$ cat src/rtl/fetch_pkg.sv
// Shared types and helpers for the instruction prefetch buffer.
// Optional performance counters are enabled with the FETCH_PERF_EN macro.
package fetch_pkg;

    typedef struct packed {
        logic [31:0] pc;
        logic [31:0] inst;
    } fetch_entry_t;

    localparam logic [31:0] INST_BYTES = 32'd4;

    function automatic logic [31:0] word_align(input logic [31:0] addr);
        return {addr[31:2], 2'b00};
    endfunction

endpackage

$ cat src/rtl/fetch_fifo.sv
// In-order FIFO of fetched {pc, inst} entries with flush.
// The head entry is read combinationally and reads as zero while empty.
module fetch_fifo
    import fetch_pkg::*;
#(
    parameter int DEPTH = 4
) (
    input  logic                     clk,
    input  logic                     reset,
    input  logic                     flush,
    input  logic                     push,
    input  fetch_entry_t             push_data,
    input  logic                     pop,
    output fetch_entry_t             head,
    output logic [$clog2(DEPTH):0]   count,
    output logic                     full
);

    localparam int AW = $clog2(DEPTH);

    fetch_entry_t   mem [DEPTH];
    logic [AW-1:0]  rd_ptr_reg;
    logic [AW-1:0]  wr_ptr_reg;
    logic [AW:0]    count_reg;
    logic           do_push;
    logic           do_pop;

    assign full    = (count_reg == (AW+1)'(DEPTH));
    assign do_pop  = pop && (count_reg != '0);
    // A push into a full FIFO is only accepted when the head leaves in the same cycle.
    assign do_push = push && (!full || do_pop);

    always_ff @(posedge clk or posedge reset) begin
        if (reset) begin
            rd_ptr_reg <= '0;
            wr_ptr_reg <= '0;
            count_reg  <= '0;
        end else if (flush) begin
            rd_ptr_reg <= '0;
            wr_ptr_reg <= '0;
            count_reg  <= '0;
        end else begin
            if (do_push)
                wr_ptr_reg <= wr_ptr_reg + AW'(1);
            if (do_pop)
                rd_ptr_reg <= rd_ptr_reg + AW'(1);
            count_reg <= count_reg + (AW+1)'(do_push) - (AW+1)'(do_pop);
        end
    end

    always_ff @(posedge clk) begin
        if (do_push && !flush)
            mem[wr_ptr_reg] <= push_data;
    end

    assign head  = (count_reg != '0) ? mem[rd_ptr_reg] : '0;
    assign count = count_reg;

    a_no_overflow: assert property (@(posedge clk) disable iff (reset) !(push && full && !pop));

endmodule

$ cat src/rtl/fetch_buffer.sv
// Instruction prefetch stage: credit-limited sequential fetch, in-order buffering, redirect flush.
// Define FETCH_PERF_EN to add saturating perf_fetched / perf_dropped counters.
module fetch_buffer
    import fetch_pkg::*;
#(
    parameter int          DEPTH     = 4,
    parameter int          MAX_OUTST = 2,
    parameter logic [31:0] RESET_PC  = 32'h0000_0000
) (
    input  logic        clk,
    input  logic        reset,
    input  logic        redirect_valid,
    input  logic [31:0] redirect_pc,
    output logic        imem_req,
    output logic [31:0] imem_addr,
    input  logic        imem_gnt,
    input  logic        imem_rvalid,
    input  logic [31:0] imem_rdata,
    output logic        inst_valid,
    output logic [31:0] inst_data,
    output logic [31:0] inst_pc,
    input  logic        inst_ready
`ifdef FETCH_PERF_EN
    ,
    output logic [31:0] perf_fetched,
    output logic [31:0] perf_dropped
`endif
);

    localparam int CNT_W = $clog2(DEPTH) + 1;
    localparam int CW    = $clog2(DEPTH + MAX_OUTST + 1) + 1;

    logic [CW-1:0]    outst_reg, outst_next;
    logic [CW-1:0]    drop_reg, drop_next;
    logic [31:0]      fetch_pc_reg, fetch_pc_next;
    logic [31:0]      pc_tag_reg, pc_tag_next;
    logic [CNT_W-1:0] fifo_count;
    logic             fifo_full;
    logic [CW-1:0]    credit_used;
    logic             grant;
    logic             drop_word;
    logic             push;
    logic             pop;
    fetch_entry_t     push_entry;
    fetch_entry_t     head;

    // Buffered words plus live (not-to-be-dropped) requests must fit in the buffer.
    assign credit_used = CW'(fifo_count) + outst_reg - drop_reg;
    assign imem_req    = !reset && !redirect_valid
                         && (credit_used < CW'(DEPTH))
                         && (outst_reg < CW'(MAX_OUTST));
    assign imem_addr   = fetch_pc_reg;

    assign grant      = imem_req && imem_gnt;
    assign drop_word  = imem_rvalid && (drop_reg != '0);
    assign push       = imem_rvalid && !drop_word && !redirect_valid;
    assign pop        = inst_valid && inst_ready;
    assign push_entry = '{pc: pc_tag_reg, inst: imem_rdata};

    always_comb begin
        outst_next    = outst_reg + CW'(grant) - CW'(imem_rvalid);
        drop_next     = drop_reg - CW'(drop_word);
        fetch_pc_next = grant ? fetch_pc_reg + INST_BYTES : fetch_pc_reg;
        pc_tag_next   = push ? pc_tag_reg + INST_BYTES : pc_tag_reg;
        if (redirect_valid) begin
            // Everything still in flight after this cycle belongs to the old stream.
            drop_next     = outst_next;
            fetch_pc_next = word_align(redirect_pc);
            pc_tag_next   = word_align(redirect_pc);
        end
    end

    always_ff @(posedge clk or posedge reset) begin
        if (reset) begin
            outst_reg    <= '0;
            drop_reg     <= '0;
            fetch_pc_reg <= RESET_PC;
            pc_tag_reg   <= RESET_PC;
        end else begin
            outst_reg    <= outst_next;
            drop_reg     <= drop_next;
            fetch_pc_reg <= fetch_pc_next;
            pc_tag_reg   <= pc_tag_next;
        end
    end

    fetch_fifo #(
        .DEPTH (DEPTH)
    ) u_fifo (
        .clk       (clk),
        .reset     (reset),
        .flush     (redirect_valid),
        .push      (push),
        .push_data (push_entry),
        .pop       (pop),
        .head      (head),
        .count     (fifo_count),
        .full      (fifo_full)
    );

    assign inst_valid = (fifo_count != '0);
    assign inst_data  = head.inst;
    assign inst_pc    = head.pc;

`ifdef FETCH_PERF_EN
    logic [31:0] perf_fetched_reg;
    logic [31:0] perf_dropped_reg;

    always_ff @(posedge clk or posedge reset) begin
        if (reset) begin
            perf_fetched_reg <= '0;
            perf_dropped_reg <= '0;
        end else begin
            if (push && (perf_fetched_reg != 32'hFFFF_FFFF))
                perf_fetched_reg <= perf_fetched_reg + 32'd1;
            if (imem_rvalid && !push && (perf_dropped_reg != 32'hFFFF_FFFF))
                perf_dropped_reg <= perf_dropped_reg + 32'd1;
        end
    end

    assign perf_fetched = perf_fetched_reg;
    assign perf_dropped = perf_dropped_reg;
`endif

endmodule

$ cat config.mk
export PLATFORM = sky130hd
export DESIGN_NAME = fetch_buffer
export DESIGN_NICKNAME = d
export VERILOG_FILES = /design/src/rtl/fetch_pkg.sv /design/src/rtl/fetch_fifo.sv /design/src/rtl/fetch_buffer.sv
export SDC_FILE = /design/constraint.sdc
export NUM_CORES = 1
export LEC_CHECK = 0
export ABC_AREA = 1
export BUFFER_PORTS_ARGS = -buffer_cell sky130_fd_sc_hd__buf_2
export CAP_MARGIN = 20
export CORE_AREA = 8 8 208 210
export CTS_CLUSTER_DIAMETER = 40
export CTS_CLUSTER_SIZE = 25
export DETAILED_ROUTE_END_ITERATION = 10
export DIE_AREA = 0 0 216 218
export GPL_ROUTABILITY_DRIVEN = 0
export PLACE_DENSITY = 0.65
export SYNTH_ARGS = -nofsm -noshare
export SYNTH_HDL_FRONTEND = slang
export SYNTH_HIERARCHICAL = 1
export SYNTH_SLANG_ARGS = --single-unit
$ cat constraint.sdc
create_clock -name clk -period 5.7 [get_ports clk]
set_input_delay 1.14 -clock clk [delete_from_list [all_inputs] [get_ports clk]]
set_output_delay 1.14 -clock clk [all_outputs]
set_load 0.05 [all_outputs]
* Yosys cells after proc, flatten, opt, wreduce, memory -nomap -nowiden *
Memory sizes are Yosys's and may differ from the RTL's.
Cells that the tools add are included.

cells by class
  mux-type cells = 13
  order comparisons = 2
  equal/unequal tests = 1
  reductions and logical operators = 22
  add/sub/neg operators = 11

operators with widths
  kind                   count
  $mux 32                4
  $add 32x3->32 const B  2
  $mux 64                1
  $logic_and 1x1->1      11
  $mux 2                 4
  $reduce_bool 2->1      4
  $sub 4x1->4            2
  $add 2x1->2 const B    2
  $add 3x4->4            1
  $add 4x1->4            1
  $logic_not 1->1        4
  $lt 4x2->1 const B     1
  $lt 4x3->1 const B     1
  $mux 4                 1
  $reduce_bool 4->1      1
  $sub 4x4->4            1
  $add 3x1->3            1
  $eq 3x3->1 const B     1
  $mux 3                 1
  $reduce_bool 3->1      1
  $sub 3x1->3            1
  $mux 1                 2
  $logic_or 1x1->1       1

word-level totals
  output and inout bits = 98
  word-level logic and storage cells = 57
  register bits = 79
  memories kept = 1
  bits in writable memories = 256
  input port bits = 70

memory list
  name        depth  bits a word  rd ports  clocked after Yosys merged registers in  write ports  RTL line          RTL
  u_fifo.mem  4      64           1         0                                        1            fetch_fifo.sv:21  fetch_entry_t mem [DEPTH];

* Depth between registers and ports, before layout *
Gate-level depths: netlist of run 1.

  word-level depth = 9
  mapped depth = 19
  depth with buffers taken out = 18

* Hierarchy *
Netlist of run 1, hierarchy kept.

by module, submodules not included
  module        seq. area each (µm²)  area an instance (µm²)  cells each  instances
  fetch_fifo    7862.5                10527.6                 882         1
  fetch_buffer  1701.6                5183.7                  817         1

* Least setup slack after synthesis of run 1 *
Ideal clock, no wire load.

  path type = in2reg
  from = input port imem_rvalid
  to = memory u_fifo/mem[0][0] (netlist name), enable pin
  arrival = 4.714 ns
  setup slack = 0.499 ns
  data required time = 5.214 ns
  stages = 5
  library setup time = 0.486 ns
  buffers on the path = 1
  cells stage by stage = nand4_1 nor2_2 buf_2 nand3_1 nor2_1

between the ends
  longest elaborated chain between the ends = 8

RTL lines
  item                                 RTL line            RTL
  start: declaration                   fetch_buffer.sv:17  input logic imem_rvalid,
  $logic_and 1x1->1                    fetch_buffer.sv:55  assign drop_word = imem_rvalid && (drop_reg != '0);
  $logic_not 1->1                      fetch_buffer.sv:56  assign push = imem_rvalid && !drop_word && !redirect_valid;
  $logic_and 1x1->1 (*) (2 in series)  fetch_buffer.sv:56
  via push                             fetch_buffer.sv:42  logic push;
  $logic_and 1x1->1 (*)                fetch_fifo.sv:31    assign do_push = push && (!full || do_pop);
  $logic_and 1x1->1 (*)                fetch_fifo.sv:52    if (do_push && !flush)
  $mux 1 (*)                           fetch_fifo.sv:52
  $mux 1 (implied by the code) (*)     fetch_fifo.sv:53    mem[wr_ptr_reg] <= push_data;
  end: declaration                     fetch_fifo.sv:21

The timed path passes the listed nets; every way through them passes the cells marked *.

* Worst setup path in the final report of run 1 *
  from = register u_fifo.rd_ptr_reg[0]
  to = output port inst_pc[18]

between the ends
  longest elaborated chain between the ends = 2

RTL lines
  item                      RTL line            RTL
  start: declaration        fetch_fifo.sv:22    logic [AW-1:0] rd_ptr_reg;
  start signal: assignment  fetch_fifo.sv:46    rd_ptr_reg <= rd_ptr_reg + AW'(1);
  $mem_v2 4x64              --
  $mux 64                   fetch_fifo.sv:56    assign head = (count_reg != '0) ? mem[rd_ptr_reg] : '0;
  end: declaration          fetch_buffer.sv:21  output logic [31:0] inst_pc,

Every way passes these cells.

==> results of run 1 <==
-- final cells by class --
cell class                      count  area [sq um]
Fill cell                        3784         21600
Tap cell                          532           666
Timing Repair Buffer              180          1020
Clock inverter                     32           358
Sequential cell                   331          9570
Inverter                          106           403
Clock buffer                       48          1140
Multi-Input combinational cell   1198          5420
-- power breakdown --
group | total, mW | switching [mW] | leakage (nW) | internal [mW]
combinational | 1.05 | 0.739 | 4.02 | 0.311
sequential | 2.96 | 0.201 | 3.24 | 2.76
clock | 2.74 | 1.08 | 0.727 | 1.66
-- critical path: cells and delay by family (launching register included) --
kind	cells	cell delay, ns
compound gates	2	0.44
buf+inv	2	1.13
simple gates	2	0.23
flops	1	0.80
-- cells in the final DEF (no fill, tap or decap), types with 11 or more instances in the layout --
cell / n
dfrtp_1: 74
edfxtp_1: 256
o21ai_1: 11
nor2_1: 209
nand4_1: 15
o21ai_0: 80
inv_1: 89
buf_4: 11
nand3_1: 101
inv_2: 12
a21oi_1: 75
buf_2: 163
nand2_1: 603
xor2_1: 14
ha_1: 17
clkbuf_16: 44
-- worst max-delay path by stage --
stage,cells after the start,end,slack (ns),startpoint
2_1_floorplan,5,u_fifo/mem[0][0]$_DFFE_PP_,0.50,imem_rvalid
3_3_place_gp,6,inst_pc[18],1.95,u_fifo/rd_ptr_reg[0]$_DFFE_PP0P_
3_5_place_dp,6,inst_pc[18],1.92,u_fifo/rd_ptr_reg[0]$_DFFE_PP0P_
4_1_cts,6,inst_pc[18],1.34,u_fifo/rd_ptr_reg[0]$_DFFE_PP0P_
5_1_grt,6,inst_pc[18],1.08,u_fifo/rd_ptr_reg[0]$_DFFE_PP0P_
6_report,6,inst_pc[18],1.39,u_fifo/rd_ptr_reg[0]$_DFFE_PP0P_
-- metal layers --
metal / global-route usage [%] / wire length (um)
met2: 26.5 / 17600
met1: 22.2 / 17500
met4: 4.64 / 882
met5: 0 / 0
met3: 3.02 / 2850
-- stage by stage --
stage	setup slack, ns	hold WS, ns
floorplan	0.499	0.496
global placement	1.95	0.544
detailed placement	1.92	0.570
CTS	1.34	0.528
global route	1.08	0.552
finish	1.39	0.561
==> results.yml, run 1 <==
detailed_routing:
  vias: 11998
  drtIter0Drc: 1039
  wire_per_inst_um: 16.0
  avgViaCountPerCell: 4.94
  final_antenna_net_count: 0
  firstDrtPassIters: 5
  wl_um: 38900
  drc: 0
synth:
  ys_warn_count: 6
  syn_area_sq_um: 15700
  netlist_instances: 1698
  syn_area_per_cell_sq_um: 9.25
clocking:
  cts.sinks: 331
  postCtsSetupBuffers: 0
  numCtsBuffers: 43
  cts_root_buf: "clkbuf_16"
  h-tree-depth: 2
  tritoncts: "yes"
  ctsResizeCount: 0
  clock_latency_ns: 0.55
  hold_buffers: 0
  path_clk_slew_ns: 0.05
  clockBufferDepth: 3
pwr:
  ir_drop_mv: 0.189
  power_density_nw_per_um2: 364
  power.leakage_nw: 7.99
  power_mw: 6.75
worst_setup_path:
  worstSetupPathType: "register to output port"
  arrival_ns: 3.17
  crit_fanout: 82
  timing.rr.start: "u_fifo/count[2]$_DFF_PP0_"
  r2r-end: "drop_reg[2]$_DFF_PP0_"
  cp.required_ns: 4.56
  crit_slowest_cell: "dfrtp_4"
  cp-start-kind: "register"
  reg2reg_depth: 18
  end_kind: "output port"
  crit_chain: "buf_4 -> nor2_1 -> nor2_1 -> o21ai_0 -> a21oi_1 -> buf_2"
  path_common_cell: "nor2_1"
  regToRegSetupSlack_ns: 2.19
  critPathMaxStageDelay_ns: 0.80
placement:
  numPortBuffers: 163
  dpl_cell_area_sq_um: 17100
  place_inst: 2347
  dp_hpwl_um: 25000
final_layout:
  stdcell_area_sq_um: 18600
  finish.utilization_pct: 46.2
  finalNetCount: 1951
  largest_reg_flops: 256
  final_cells: 2427
  area_delta_synth_final_pct: 18.2
  diodes: 0
  drive_above_1_share_pct: 15.9
timing:
  period_needed_ns: 4.31
  finalSetupTns_ns: 0
  slew_headroom_pct: 29.4
  tightest_slew_ns: 1.06
  finalHoldViolCount: 0
  fin_worst_skew_ns: 0.0223
  maxSlewViolCount: 0
  finalSetupViolCount: 0
  min_period_over_period_pct: 75.7
  rsz0062_at_grt: "false"
  max_freq_mhz: 232
global_routing:
  grt_pass1_wl_um: 62200
  grt_antenna_before_repair: 0
  grt-ovfl-total: 0
  grt_max_degree: 98
  grt_usage_pct: 16.3
  grt_pass1_vias: 11626
floorplan:
  core_area_sq_um: 40200
  die_x_um: 216
  rows: 74
  design.die.area_sq_um: 47100
  die_h_um: 218
  boundaryPins: 168
  start_util_pct: 39.1
run:
  maxCapViolations: 0
worst_hold_path:
  hold_class: "primary input to asynchronous set/reset pin"
status:
  status: "complete, no violations"
No activity file was read; power rests on OpenSTA's default activity.
==> inputs of run 2 (changes only) <==
Clock period 5.7 ns to 4.52 ns, I/O delays scaled along.
==> results.yml, run 2 (synthesis gave the netlist of run 1 again) <==
worst_setup_path:
  crit_fanout: 66
  end_kind: "output port"
  worstSetupPathType: "register to output port"
  cp-start-kind: "register"
  arrival_ns: 2.90
  cp.required_ns: 3.62
detailed_routing:
  drc: 0
  avgViaCountPerCell: 4.94
  final_antenna_net_count: 0
  wl_um: 39000
  firstDrtPassIters: 5
  drtIter0Drc: 983
  wire_per_inst_um: 16.1
  vias: 11983
clocking:
  postCtsSetupBuffers: 0
  clockBufferDepth: 3
  ctsResizeCount: 0
  tritoncts: "yes"
  clock_latency_ns: 0.57
  h-tree-depth: 2
  numCtsBuffers: 43
  hold_buffers: 0
  cts_root_buf: "clkbuf_16"
  path_clk_slew_ns: 0.06
  cts.sinks: 331
timing:
  max_freq_mhz: 263
  worst_slack_ns: 0.713
  fin_worst_skew_ns: 0.0179
  whs_ns: 0.300
  period_needed_ns: 3.81
  slew_headroom_pct: 24.7
  rsz0062_at_grt: "false"
  finalSetupViolCount: 0
  maxSlewViolCount: 0
  finalHoldViolCount: 0
  min_period_over_period_pct: 84.2
  tightest_slew_ns: 1.13
  finalSetupTns_ns: 0
pwr:
  power_mw: 8.46
  power.leakage_nw: 7.96
  clkPwrFrac_pct: 40.2
  power_density_nw_per_um2: 457
  p_sw_mw: 2.63
  combPwrFrac_pct: 15.7
  internal_power_mw: 5.83
  swShare_pct: 31.1
  ir_drop_mv: 0.268
  sequentialPowerShare_pct: 44.2
final_layout:
  drive_above_1_share_pct: 15.8
  largest_reg_flops: 256
  area_delta_synth_final_pct: 17.9
  final_common_cell: "nand2_1"
  finalNetCount: 1952
  final_cell_mix: "603 x nand2_1, 256 x edfxtp_1, 209 x nor2_1, 163 x buf_2, 101 x nand3_1"
  diodes: 0
  finish.utilization_pct: 46.1
  final_cells: 2428
  stdcell_area_sq_um: 18500
  fillers: 3775
placement:
  numPortBuffers: 163
  dpl_worst_slack_ns: 1.01
  dpl_cell_area_sq_um: 17000
  place_inst: 2348
  dp_hpwl_um: 24900
floorplan:
  design.die.area_sq_um: 47100
  start_util_pct: 39.1
  boundaryPins: 168
  core_area_sq_um: 40200
  rows: 74
  die_h_um: 218
  die_x_um: 216
global_routing:
  grt-ovfl-total: 0
  grt_usage_pct: 16.2
  grt_pass1_wl_um: 61500
  grt_pass1_vias: 11603
  grt_antenna_before_repair: 0
  grt_max_degree: 69
status:
  status: "complete, no violations"
run:
  maxCapViolations: 0
worst_hold_path:
  hold_class: "primary input to asynchronous set/reset pin"
## run 2: changes by cell type in the layout (fill, tap and decap cells not counted), sizes merged
cell | before | now
buf | 180 | 181
clkbuf | 48 | 45
bufinv | 4 | 2
inv | 115 | 118
clkinv | 15 | 16
clkinvlp | 4 | 5
## run 2: area by class of cell
class	count	area [sq um]	area share (%)
Sequential cell	331	9570	51.7
Multi-Input combinational cell	1198	5420	29.3
Clock buffer	45	1080	5.85
Timing Repair Buffer	181	988	5.34
Tap cell	532	666	3.60
Inverter	106	403	2.18
Clock inverter	35	380	2.05
## run 2: metal layers
layer / up-vias / track usage [%] / wire length [um]
met5: - / 0 / 0
met4: 0 / 5.75 / 1030
met3: 66 / 3.47 / 2550
met2: 355 / 26.1 / 17900
met1: 5645 / 21.6 / 17500
li1: 5917 / - / -
## run 2: worst paths after layout
check | startpoint | end | slack (ns) | cells past startpoint
max | u_fifo/rd_ptr_reg[0]$_DFFE_PP0P_ | inst_pc[13] | 0.71 | 6
min | reset | u_fifo/count[1]$_DFF_PP0_ | 0.30 | 2
max reg2reg | outst_reg[1]$_DFF_PP0_ | imem_addr[30]$_DFFE_PP0N_ | 1.10 | 13
min reg2reg | u_fifo/wr_ptr_reg[1]$_DFFE_PP0P_ | u_fifo/wr_ptr_reg[1]$_DFFE_PP0P_ | 0.57 | 2
max in group asynchronous | reset | imem_addr[24]$_DFFE_PP0N_ | 3.24 | 3
min in group clk | imem_rdata[3] | u_fifo/mem[3][3]$_DFFE_PP_ | 0.55 | 1
## run 2: power groups by stage
stage	combinational, mW	clock [mW]	sequential (mW)
final	1.33	3.40	3.74
after global routing	1.48	3.59	3.76
after CTS	1.34	3.47	3.73
after detailed placement	1.33	0	3.79
after global placement	1.30	0	3.78
after floorplan	0.866	0	3.85
## run 2: critical path, cell delays in order, from the launching register on
cell and delay, ns:
dfrtp_4 0.67, buf_4 0.65, nor2_1 0.12, nor2_1 0.11
o21ai_0 0.08, a21oi_1 0.32, buf_2 0.34
==> inputs of run 3 (changes only) <==
Settings changed: PLACE_DENSITY 0.65 to 0.67.
Clock period 4.52 ns to 3.1 ns, I/O delays scaled along.
==> results.yml, run 3 (synthesis gave the netlist of run 1 again) <==
status:
  status: "finished, violations left"
  violations: "negative setup slack"
global_routing:
  grt_antenna_before_repair: 0
  grt_usage_pct: 16.5
  grt_pass1_wl_um: 63100
  grt-ovfl-total: 0
  grt_max_degree: 96
  grt_pass1_vias: 11919
worst_setup_path:
  crit_chain: "inv_2 -> fa_1 -> inv_2 -> ha_4 -> nand3_4 -> nand2_2 -> nand2_2 -> nand2_2 -> nor2_2 -> and3_1 -> buf_6"
  cp.required_ns: 2.48
  path_common_cell: "nand2_2"
  crit_slowest_cell: "fa_1"
  arrival_ns: 2.50
  worstSetupPathType: "register to output port"
  cp-start-kind: "register"
  crit_fanout: 2
  end_kind: "output port"
  critPathMaxStageDelay_ns: 0.55
timing:
  fin_worst_skew_ns: 0.0296
  worst_slack_ns: -0.0151
  finalHoldViolCount: 0
  finalSetupViolCount: 1
  rsz0062_at_grt: "true"
  maxSlewViolCount: 0
  tightest_slew_ns: 0.907
  slew_headroom_pct: 39.6
  max_freq_mhz: 321
  whs_ns: 0.0509
  min_period_over_period_pct: 100
  period_needed_ns: 3.12
clocking:
  cts_root_buf: "clkbuf_16"
  cts.sinks: 331
  path_clk_slew_ns: 0.06
  clockBufferDepth: 3
  hold_buffers: 0
  h-tree-depth: 2
  tritoncts: "yes"
  numCtsBuffers: 38
  clock_latency_ns: 0.55
floorplan:
  die_h_um: 218
  core_area_sq_um: 40200
  start_util_pct: 39.1
  design.die.area_sq_um: 47100
  die_x_um: 216
  rows: 74
  boundaryPins: 168
detailed_routing:
  avgViaCountPerCell: 4.96
  wire_per_inst_um: 16.1
  drc: 0
  wl_um: 39200
  drtIter0Drc: 1070
  firstDrtPassIters: 5
  final_antenna_net_count: 0
  vias: 12123
final_layout:
  final_common_cell: "nand2_1"
  drive_above_1_share_pct: 17.9
  multi_input_area_sq_um: 5560
  fillers: 3748
  stdcell_area_sq_um: 18800
  diodes: 0
  final_cell_mix: "597 x nand2_1, 256 x edfxtp_1, 206 x nor2_1, 161 x buf_2, 98 x nand3_1"
  finalNetCount: 1972
  area_delta_synth_final_pct: 19.8
  largest_reg_flops: 256
  seq_area_sq_um: 9570
pwr:
  power.leakage_nw: 8.06
  ir_drop_mv: 0.353
  power_density_nw_per_um2: 652
placement:
  dp_hpwl_um: 26100
  numPortBuffers: 163
  dpl_cell_area_sq_um: 17400
run:
  maxCapViolations: 0
worst_hold_path:
  hold_class: "primary input to asynchronous set/reset pin"
==> run 3: cell types whose count changed in the layout (fill, tap and decap cells not counted), sizes merged <==
cell,previous run,this run
clkbuf,45,40
buf,181,206
clkinv,16,14
clkinvlp,5,3
inv,118,117
==> run 3: path summary, 6_finish.rpt <==
path	start	to	slack, ns	depth (start not counted)
min reg2reg	u_fifo/wr_ptr_reg[0]$_DFFE_PP0P_	u_fifo/wr_ptr_reg[0]$_DFFE_PP0P_	0.56	2
max in group asynchronous	reset	imem_addr[27]$_DFFE_PP0N_	2.09	3
max	u_fifo/count[1]$_DFF_PP0_	imem_req	-0.02	11
max reg2reg	u_fifo/count[1]$_DFF_PP0_	drop_reg[2]$_DFF_PP0_	0.02	17
min	reset	u_fifo/count[1]$_DFF_PP0_	0.05	2
min in group clk	imem_rdata[15]	u_fifo/mem[0][15]$_DFFE_PP_	0.28	1
==> run 3: area by class of cell <==
class                   instances  share of cell area (%)
clock buffers                  40                    5.15
clock inverters                30                    1.64
inverters                     106                    2.30
multi-input cells            1198                    29.5
flip-flops and latches        331                    50.8
well taps                     532                    3.54
repair buffers                206                    7.03
==> run 3: worst max-delay path, delay by kind of cell, from the launching register on <==
kind                       cells  cell delay (ns)
adders and majority gates      2             0.80
and+or+nand+nor                6             0.53
DFF                            1             0.35
buffers and inverters          3             0.27
==> run 3: through the flow <==
stage | TNS, ns | util [%] | std cells | setup WS (ns) | power [mW]
global placement | 0 | 43.3 | 2370 | 0.0172 | 7.54
CTS | -0.0237 | 46.6 | 2441 | -0.0237 | 12.1
detailed placement | -0.0707 | 43.3 | 2370 | -0.0430 | 7.60
finish | -0.0151 | 46.8 | 2443 | -0.0151 | 12.3
floorplan | -148.45 | - | 1707 | -0.578 | 6.92
global route | -0.424 | 46.8 | 2443 | -0.134 | 12.9
==> run 3: where the power goes <==
group          leakage, nW  internal, mW  switching [mW]
Combinational         4.20         0.828            1.55
Sequential            3.24          5.08           0.366
Clock                0.622          2.48            1.97
Total                 8.06          8.39            3.89
==> run 3: repair_timing <==
item	CTS	global route
gates resized for setup	7	21
pin swaps	4	13
setup buffers	1	2
setup endpoints to repair	25	27
==> run 3: per-layer routing <==
metal,GRT usage [%],wire length [um],vias up
met5,0,0,-
met4,4.35,792,0
met3,3.23,2920,55
met2,27.4,18400,418
met1,22.0,17200,5698
li1,-,-,5952
